$ cat src/rtl/gpio_ctrl_pkg.sv
// Shared GPIO definitions: register word offsets and the window base,
// kept in one place so the address decoder and this block agree.
package gpio_ctrl_pkg;

    localparam int unsigned GPIO_BASE_WORD = 4096;

    localparam logic [1:0] GPIO_OUT_OFS  = 2'd0;
    localparam logic [1:0] GPIO_DIR_OFS  = 2'd1;
    localparam logic [1:0] GPIO_IN_OFS   = 2'd2;
    localparam logic [1:0] GPIO_EDGE_OFS = 2'd3;

endpackage

$ cat src/rtl/gpio_ctrl_sync.sv
// Pin input synchroniser (s1, s2) plus a third stage for rising-edge detection.
module gpio_sync #(
    parameter int W = 8
) (
    input  logic         clk_i,
    input  logic         rst_i,
    input  logic [W-1:0] d_i,
    output logic [W-1:0] sync_o,
    output logic [W-1:0] rise_o
);

    logic [W-1:0] s1_q, s2_q, s3_q;

    always_ff @(posedge clk_i) begin
        if (rst_i) begin
            s1_q <= '0;
            s2_q <= '0;
            s3_q <= '0;
        end else begin
            s1_q <= d_i;
            s2_q <= s1_q;
            s3_q <= s2_q;
        end
    end

    assign sync_o = s2_q;
    assign rise_o = s2_q & ~s3_q;

endmodule

$ cat src/rtl/gpio_ctrl.sv
// GPIO responder: OUT/DIR/IN/EDGE registers behind the data-bus decoder,
// with registered 1-cycle read return matching the data RAM.
module gpio_ctrl
    import gpio_ctrl_pkg::*;
#(
    parameter int DW        = 32,
    parameter int AW        = 32,
    parameter int GPIO_W    = 8,
    parameter int BASE_WORD = int'(GPIO_BASE_WORD)
) (
    input  logic              clk_i,
    input  logic              rst_i,
    input  logic              rd_en_i,
    input  logic [AW-1:0]     rd_addr_i,
    input  logic              wr_en_i,
    input  logic [3:0]        wr_strb_i,
    input  logic [AW-1:0]     wr_addr_i,
    input  logic [DW-1:0]     wr_data_i,
    output logic [DW-1:0]     rd_data_o,
    output logic              rd_valid_o,
    input  logic [GPIO_W-1:0] gpio_in_i,
    output logic [GPIO_W-1:0] gpio_out_o,
    output logic [GPIO_W-1:0] gpio_oe_o,
    output logic              irq_o
);

    localparam int WW = AW - 2;
    localparam logic [WW-1:0] BASE_V = WW'(BASE_WORD);

    logic [GPIO_W-1:0] out_q, out_d, dir_q, dir_d, edge_q, edge_d;
    logic [DW-1:0]     rd_data_q, rd_data_d, rd_mux;
    logic              rd_valid_q, irq_q;
    logic [GPIO_W-1:0] sync_in, rise, wmask, wdata, w1c;
    logic [WW-1:0]     rd_off, wr_off;
    logic              rd_in_win, wr_in_win;

    gpio_sync #(.W(GPIO_W)) u_sync (
        .clk_i  (clk_i),
        .rst_i  (rst_i),
        .d_i    (gpio_in_i),
        .sync_o (sync_in),
        .rise_o (rise)
    );

    // Word offset within the window; anything past the 4 registers is a hole.
    assign rd_off    = rd_addr_i[AW-1:2] - BASE_V;
    assign wr_off    = wr_addr_i[AW-1:2] - BASE_V;
    assign rd_in_win = (rd_off[WW-1:2] == '0);
    assign wr_in_win = (wr_off[WW-1:2] == '0);

    for (genvar i = 0; i < GPIO_W; i++) begin : g_lane
        assign wmask[i] = wr_strb_i[i/8];
    end
    assign wdata = wr_data_i[GPIO_W-1:0];

    always_comb begin
        out_d = out_q;
        dir_d = dir_q;
        w1c   = '0;
        if (wr_en_i && wr_in_win) begin
            case (wr_off[1:0])
                GPIO_OUT_OFS:  out_d = (out_q & ~wmask) | (wdata & wmask);
                GPIO_DIR_OFS:  dir_d = (dir_q & ~wmask) | (wdata & wmask);
                GPIO_EDGE_OFS: w1c   = wdata & wmask;
                default:       ;
            endcase
        end
        // A new edge in the same cycle as its clear wins.
        edge_d = (edge_q & ~w1c) | rise;

        rd_mux = '0;
        if (rd_in_win) begin
            case (rd_off[1:0])
                GPIO_OUT_OFS:  rd_mux[GPIO_W-1:0] = out_q;
                GPIO_DIR_OFS:  rd_mux[GPIO_W-1:0] = dir_q;
                GPIO_IN_OFS:   rd_mux[GPIO_W-1:0] = sync_in;
                GPIO_EDGE_OFS: rd_mux[GPIO_W-1:0] = edge_q;
                default:       ;
            endcase
        end
        rd_data_d = rd_en_i ? rd_mux : rd_data_q;
    end

    always_ff @(posedge clk_i) begin
        if (rst_i) begin
            out_q      <= '0;
            dir_q      <= '0;
            edge_q     <= '0;
            rd_data_q  <= '0;
            rd_valid_q <= 1'b0;
            irq_q      <= 1'b0;
        end else begin
            out_q      <= out_d;
            dir_q      <= dir_d;
            edge_q     <= edge_d;
            rd_data_q  <= rd_data_d;
            rd_valid_q <= rd_en_i;
            irq_q      <= |edge_q;
        end
    end

    assign rd_data_o  = rd_data_q;
    assign rd_valid_o = rd_valid_q;
    assign gpio_out_o = out_q;
    assign gpio_oe_o  = dir_q;
    assign irq_o      = irq_q;

    logic unused_bits;
    assign unused_bits = ^{rd_addr_i[1:0], wr_addr_i[1:0], wr_data_i, wr_strb_i};

endmodule
$ cat config.mk
export PLATFORM = sky130hd
export DESIGN_NAME = gpio_ctrl
export DESIGN_NICKNAME = d
export VERILOG_FILES = /design/src/rtl/gpio_ctrl_pkg.sv /design/src/rtl/gpio_ctrl_sync.sv /design/src/rtl/gpio_ctrl.sv
export SDC_FILE = /design/constraint.sdc
export NUM_CORES = 1
export LEC_CHECK = 0
export CORE_ASPECT_RATIO = 0.8
export CORE_UTILIZATION = 34
export CTS_CLUSTER_SIZE = 40
export DETAILED_ROUTE_END_ITERATION = 16
export GPL_ROUTABILITY_DRIVEN = 0
export GPL_TIMING_DRIVEN = 0
export PLACE_DENSITY_LB_ADDON = 0.15
export SYNTH_ARGS = -nofsm -noshare
export SYNTH_HDL_FRONTEND = slang
export SYNTH_HIERARCHICAL = 1
export SYNTH_SLANG_ARGS = --single-unit
$ cat constraint.sdc
create_clock -name clk_i -period 1.9 [get_ports clk_i]
set_clock_uncertainty 0.1 [all_clocks]
set_input_delay 0.475 -clock clk_i [delete_from_list [all_inputs] [get_ports clk_i]]
set_output_delay 0.475 -clock clk_i [all_outputs]
set_load 0.05 [all_outputs]
-- Yosys cells after proc, flatten, opt, wreduce, memory -nomap -nowiden
Cells that the tools add are included.
- register bits: 58
- word-level logic and storage cells: 39
- add/sub/neg operators: 2
- equality and inequality tests: 5
- mux-type cells: 4
- bitwise logic cells: 11
- reduce and logical (&&, ||, !) cells: 8
- operators with widths (kind ; count):
    30-bit by 13-bit subtractor with 30-bit output (second input constant) ; 2
    28-bit zero test ; 2
    8-bit bitwise AND ; 5
    8-bit one-hot mux with 4 select lines ; 1
    8-bit two-way mux ; 3
    8-bit NOT ; 3
    8-bit OR ; 3
    8-bit OR reduction ; 1
    2-bit equality test (second input constant) ; 3
    2-bit by 1-bit equality test with 1-bit output (second input constant) ; 2
    2-bit zero test ; 2
    2-bit AND reduction ; 2
    1-bit logical AND ; 1

-- Longest topological paths before layout
- word-level depth: 7
- depth in mapped cells: 5

-- Modules after synthesis
Netlist, hierarchy kept.
- by module, submodules not included (module ; times used ; cells an instance ; area an instance (um^2) ; seq. area each (um^2)):
    gpio_ctrl ; 1 ; 210 ; 1970.6 ; 680.7
    gpio_sync ; 1 ; 58 ; 743.2 ; 480.5

-- Worst setup path after synthesis
OpenSTA, ideal clock, no wires.
- path kind: input -> register
- start point: in wr_addr_i[17]
- end point: reg with a tool-made name
- arrival time: 1683 ps
- data required time: 1680 ps
- setup slack: -3 ps
- stages: 5
- cell sequence: nor4_1 nand3_1 or4_1 buf_4 mux2i_1
- RTL lines (element ; RTL line ; source):
    from (decl) ; gpio_ctrl.sv:17 ; input logic [AW-1:0] wr_addr_i,

==> results.json <==
{
  "status": "finished clean",
  "slew_headroom": 0.6549,
  "synth.top_cell.area_share": 0.4278,
  "p_switching_uw": 722.2,
  "cts_tree": "done",
  "grt_antenna_before_repair": 0,
  "dp_hpwl_mm": 5.431,
  "netlist_area_um2": 2714,
  "clock_latency_ps": 330,
  "power.density_nw_per_um2": 732.3,
  "drt_wl_total_mm": 6.899,
  "finalSetupViolCount": 0,
  "synth_ff_type": "dfxtp_1",
  "post-place-ws_ps": -747.9,
  "start_util": 0.3586,
  "path_class": "input port to register",
  "grt_pass1_vias": 2221,
  "fin_crit_sh": 0.9969,
  "p_leak_uw": 0.001903,
  "syn_inst": 268,
  "drc": 0,
  "final_area_um2": 4294,
  "cts_hold_buffers": 0,
  "setup_ws_ps": 5.943,
  "final_nets": 522,
  "reg2reg_from": "edge_q[6]$_SDFF_PP0_",
  "swShare": 0.2297,
  "final_antenna_net_count": 0,
  "hp-start": "u_sync/s1_q[7]$_SDFF_PP0_",
  "cts.path.max_buffers": 2,
  "combPwrFrac": 0.151,
  "drt_iter0_markers": 72,
  "synth.area.top_cells": "dfxtp_1 43%, buf_4 6.9%, mux4_2 6.6%",
  "grt_max_degree": 13,
  "cts-htree-levels": 3,
  "total_power_uw": 3144,
  "crit_path_end_kind": "register",
  "via_count": 2317,
  "cts.sinks": 58,
  "layout_min_cycle_time_ps": 1894,
  "die_area_um2": 8345,
  "synthArstFlopShare": 0,
  "slew_violations": 0,
  "cp_max_fo": 8,
  "clockRootBuffer": "clkbuf_8",
  "critPathLaunch": "wr_addr_i[14]",
  "max_freq_mhz": 528.0,
  "power.share.sequential": 0.403,
  "peakVddDrop_mv": 0.5838,
  "yosys_warnings": 6,
  "avgRoutedWirePerCell_um": 13.27,
  "die_w_um": 101.9,
  "layout-drive-gt1-share": 0.2289,
  "core_region_area_um2": 7567,
  "diodes": 0,
  "hold_violations": 0,
  "worst_pin_slew_ps": 519.6,
  "fp.dieH_um": 81.91,
  "synth_seq_cells": 58,
  "grt_pass1_wl_mm": 10.53,
  "place_area_um2": 3966,
  "syn_to_final_growth_pct": 58.23,
  "required_ps": 2040,
  "via_per_inst": 4.456,
  "io_pins": 162,
  "row_count": 28,
  "synth_edf_count": 0,
  "min_path_type": "register to register",
  "cts_buffers": 9,
  "syn-mean-instance-area_um2": 10.13,
  "fin_tns_setup_ps": 0,
  "finish.utilization": 0.5675,
  "p_clk_frac": 0.447,
  "worstPathArrival_ps": 2040,
  "grt_overflow_total": 0,
  "grt_usage": 0.1709,
  "yosys.area.top_type": "dfxtp_1",
  "cap_violations": 0,
  "ys_types": 27,
  "ys_seq_area_frac": 0.4278,
  "p_int_uw": 2422,
  "detailedRoute.firstPassIterationCount": 4,
  "port_buffers": 103,
  "crit_path_start_kind": "input port",
  "clk_pin_slew_ps": 60
}
[through the flow]
step           std cells  hold slack [ps]
3_3_place_gp         499            317.9
2_1_floorplan        291            310.9
4_1_cts              520            330.8
6_report             520            332.6
5_1_grt              520            352.6
3_5_place_dp         499            321.1
[routing by layer]
| metal | vias to the layer above | global-route usage | share of wire |
|---|---|---|---|
| li1 | 1166 | - | - |
| met1 | 1049 | 0.1933 | 0.43 |
| met2 | 94 | 0.3041 | 0.48 |
| met3 | 8 | 0.05872 | 0.081 |
| met4 | 0 | 0.05429 | 0.010 |
| met5 | - | 0 | 0 |
[power by group through the flow]
stage / Combinational [µW] / Sequential, µW / Clock (µW)
after floorplan: 258 / 1300 / 0
after global placement: 469 / 1290 / 0
after detailed placement: 476 / 1290 / 0
after CTS: 467 / 1270 / 1440
after global routing: 509 / 1270 / 1500
final: 474 / 1270 / 1400
[cells by family after synthesis]
kind of cell | Yosys count | synth area share
multiplexers | 25 | 0.1291
XOR/XNOR | 2 | 0.006456
flip-flops | 58 | 0.4278
buffers and inverters | 59 | 0.1236
AO/OA/AOI/OAI | 25 | 0.07192
AND/OR/NAND/NOR | 98 | 0.2397
other | 1 | 0.001382
[worst max-delay path, stage by stage]
cell and delay, ps:
dlygate4sd2_1 260, nor4bb_4 220, nand4_1 170, or4_4 700, mux2i_1 210
[layout make-up]
cell class	count	area (µm²)
repair buffers	109	1005
plain buffers	34	240.2
flip-flops and latches	58	1161
fillers	705	3273
inverters	24	90.09
clock inverters	5	100.1
well taps	105	131.4
clock buffers	11	151.4
multi-input cells	174	1415
[path summary, 6_finish.rpt]
kind	end	slack, ps	cells after the start
setup / recovery	register	6	5
hold / removal	u_sync/sync_o[7]$_SDFF_PP0_	330	1
setup reg to reg	rd_data_o[6]$_SDFFE_PP0P_	590	4
hold reg to reg	u_sync/sync_o[7]$_SDFF_PP0_	330	1
[timing repair]
action | 4_1_cts | 5_1_grt
pin swaps | 13 | 15
setup buffers | 5 | 2
setup endpoints to repair | 58 | 33
resized for setup | 61 | 32
[cell usage in the layout, fill, tap and decap left out, types with 4 or more instances in the layout]
cell and instances:
nor2b_2 14, inv_1 24, dlygate4sd2_1 40, dlymetal6s2s_1 4, buf_4 30, nor2b_1 15, conb_1 24, o21bai_1 8
mux4_2 8, a31oi_1 6, clkbuf_8 11, and2b_1 4, dfxtp_1 58, clkdlybuf4s50_1 47, nand4_1 4, nor4_1 8
o32a_1 8, nand2b_1 25, mux2i_1 16, nor4_2 5, clkbuf_2 7, nor2_1 11, clkbuf_1 4, clkdlybuf4s15_1 5
nor4b_1 4
[synth_stat cells, drive strengths merged, types with 7 or more instances]
cell type and n:
nor2b 29, nor4b 7, buf 31, nor2 11
o21bai 8, mux4 8, nand2b 25, dfxtp 58
inv 24, o32a 8, a31oi 8, nor4 14
mux2i 17
(Power assumes the default switching activity.)
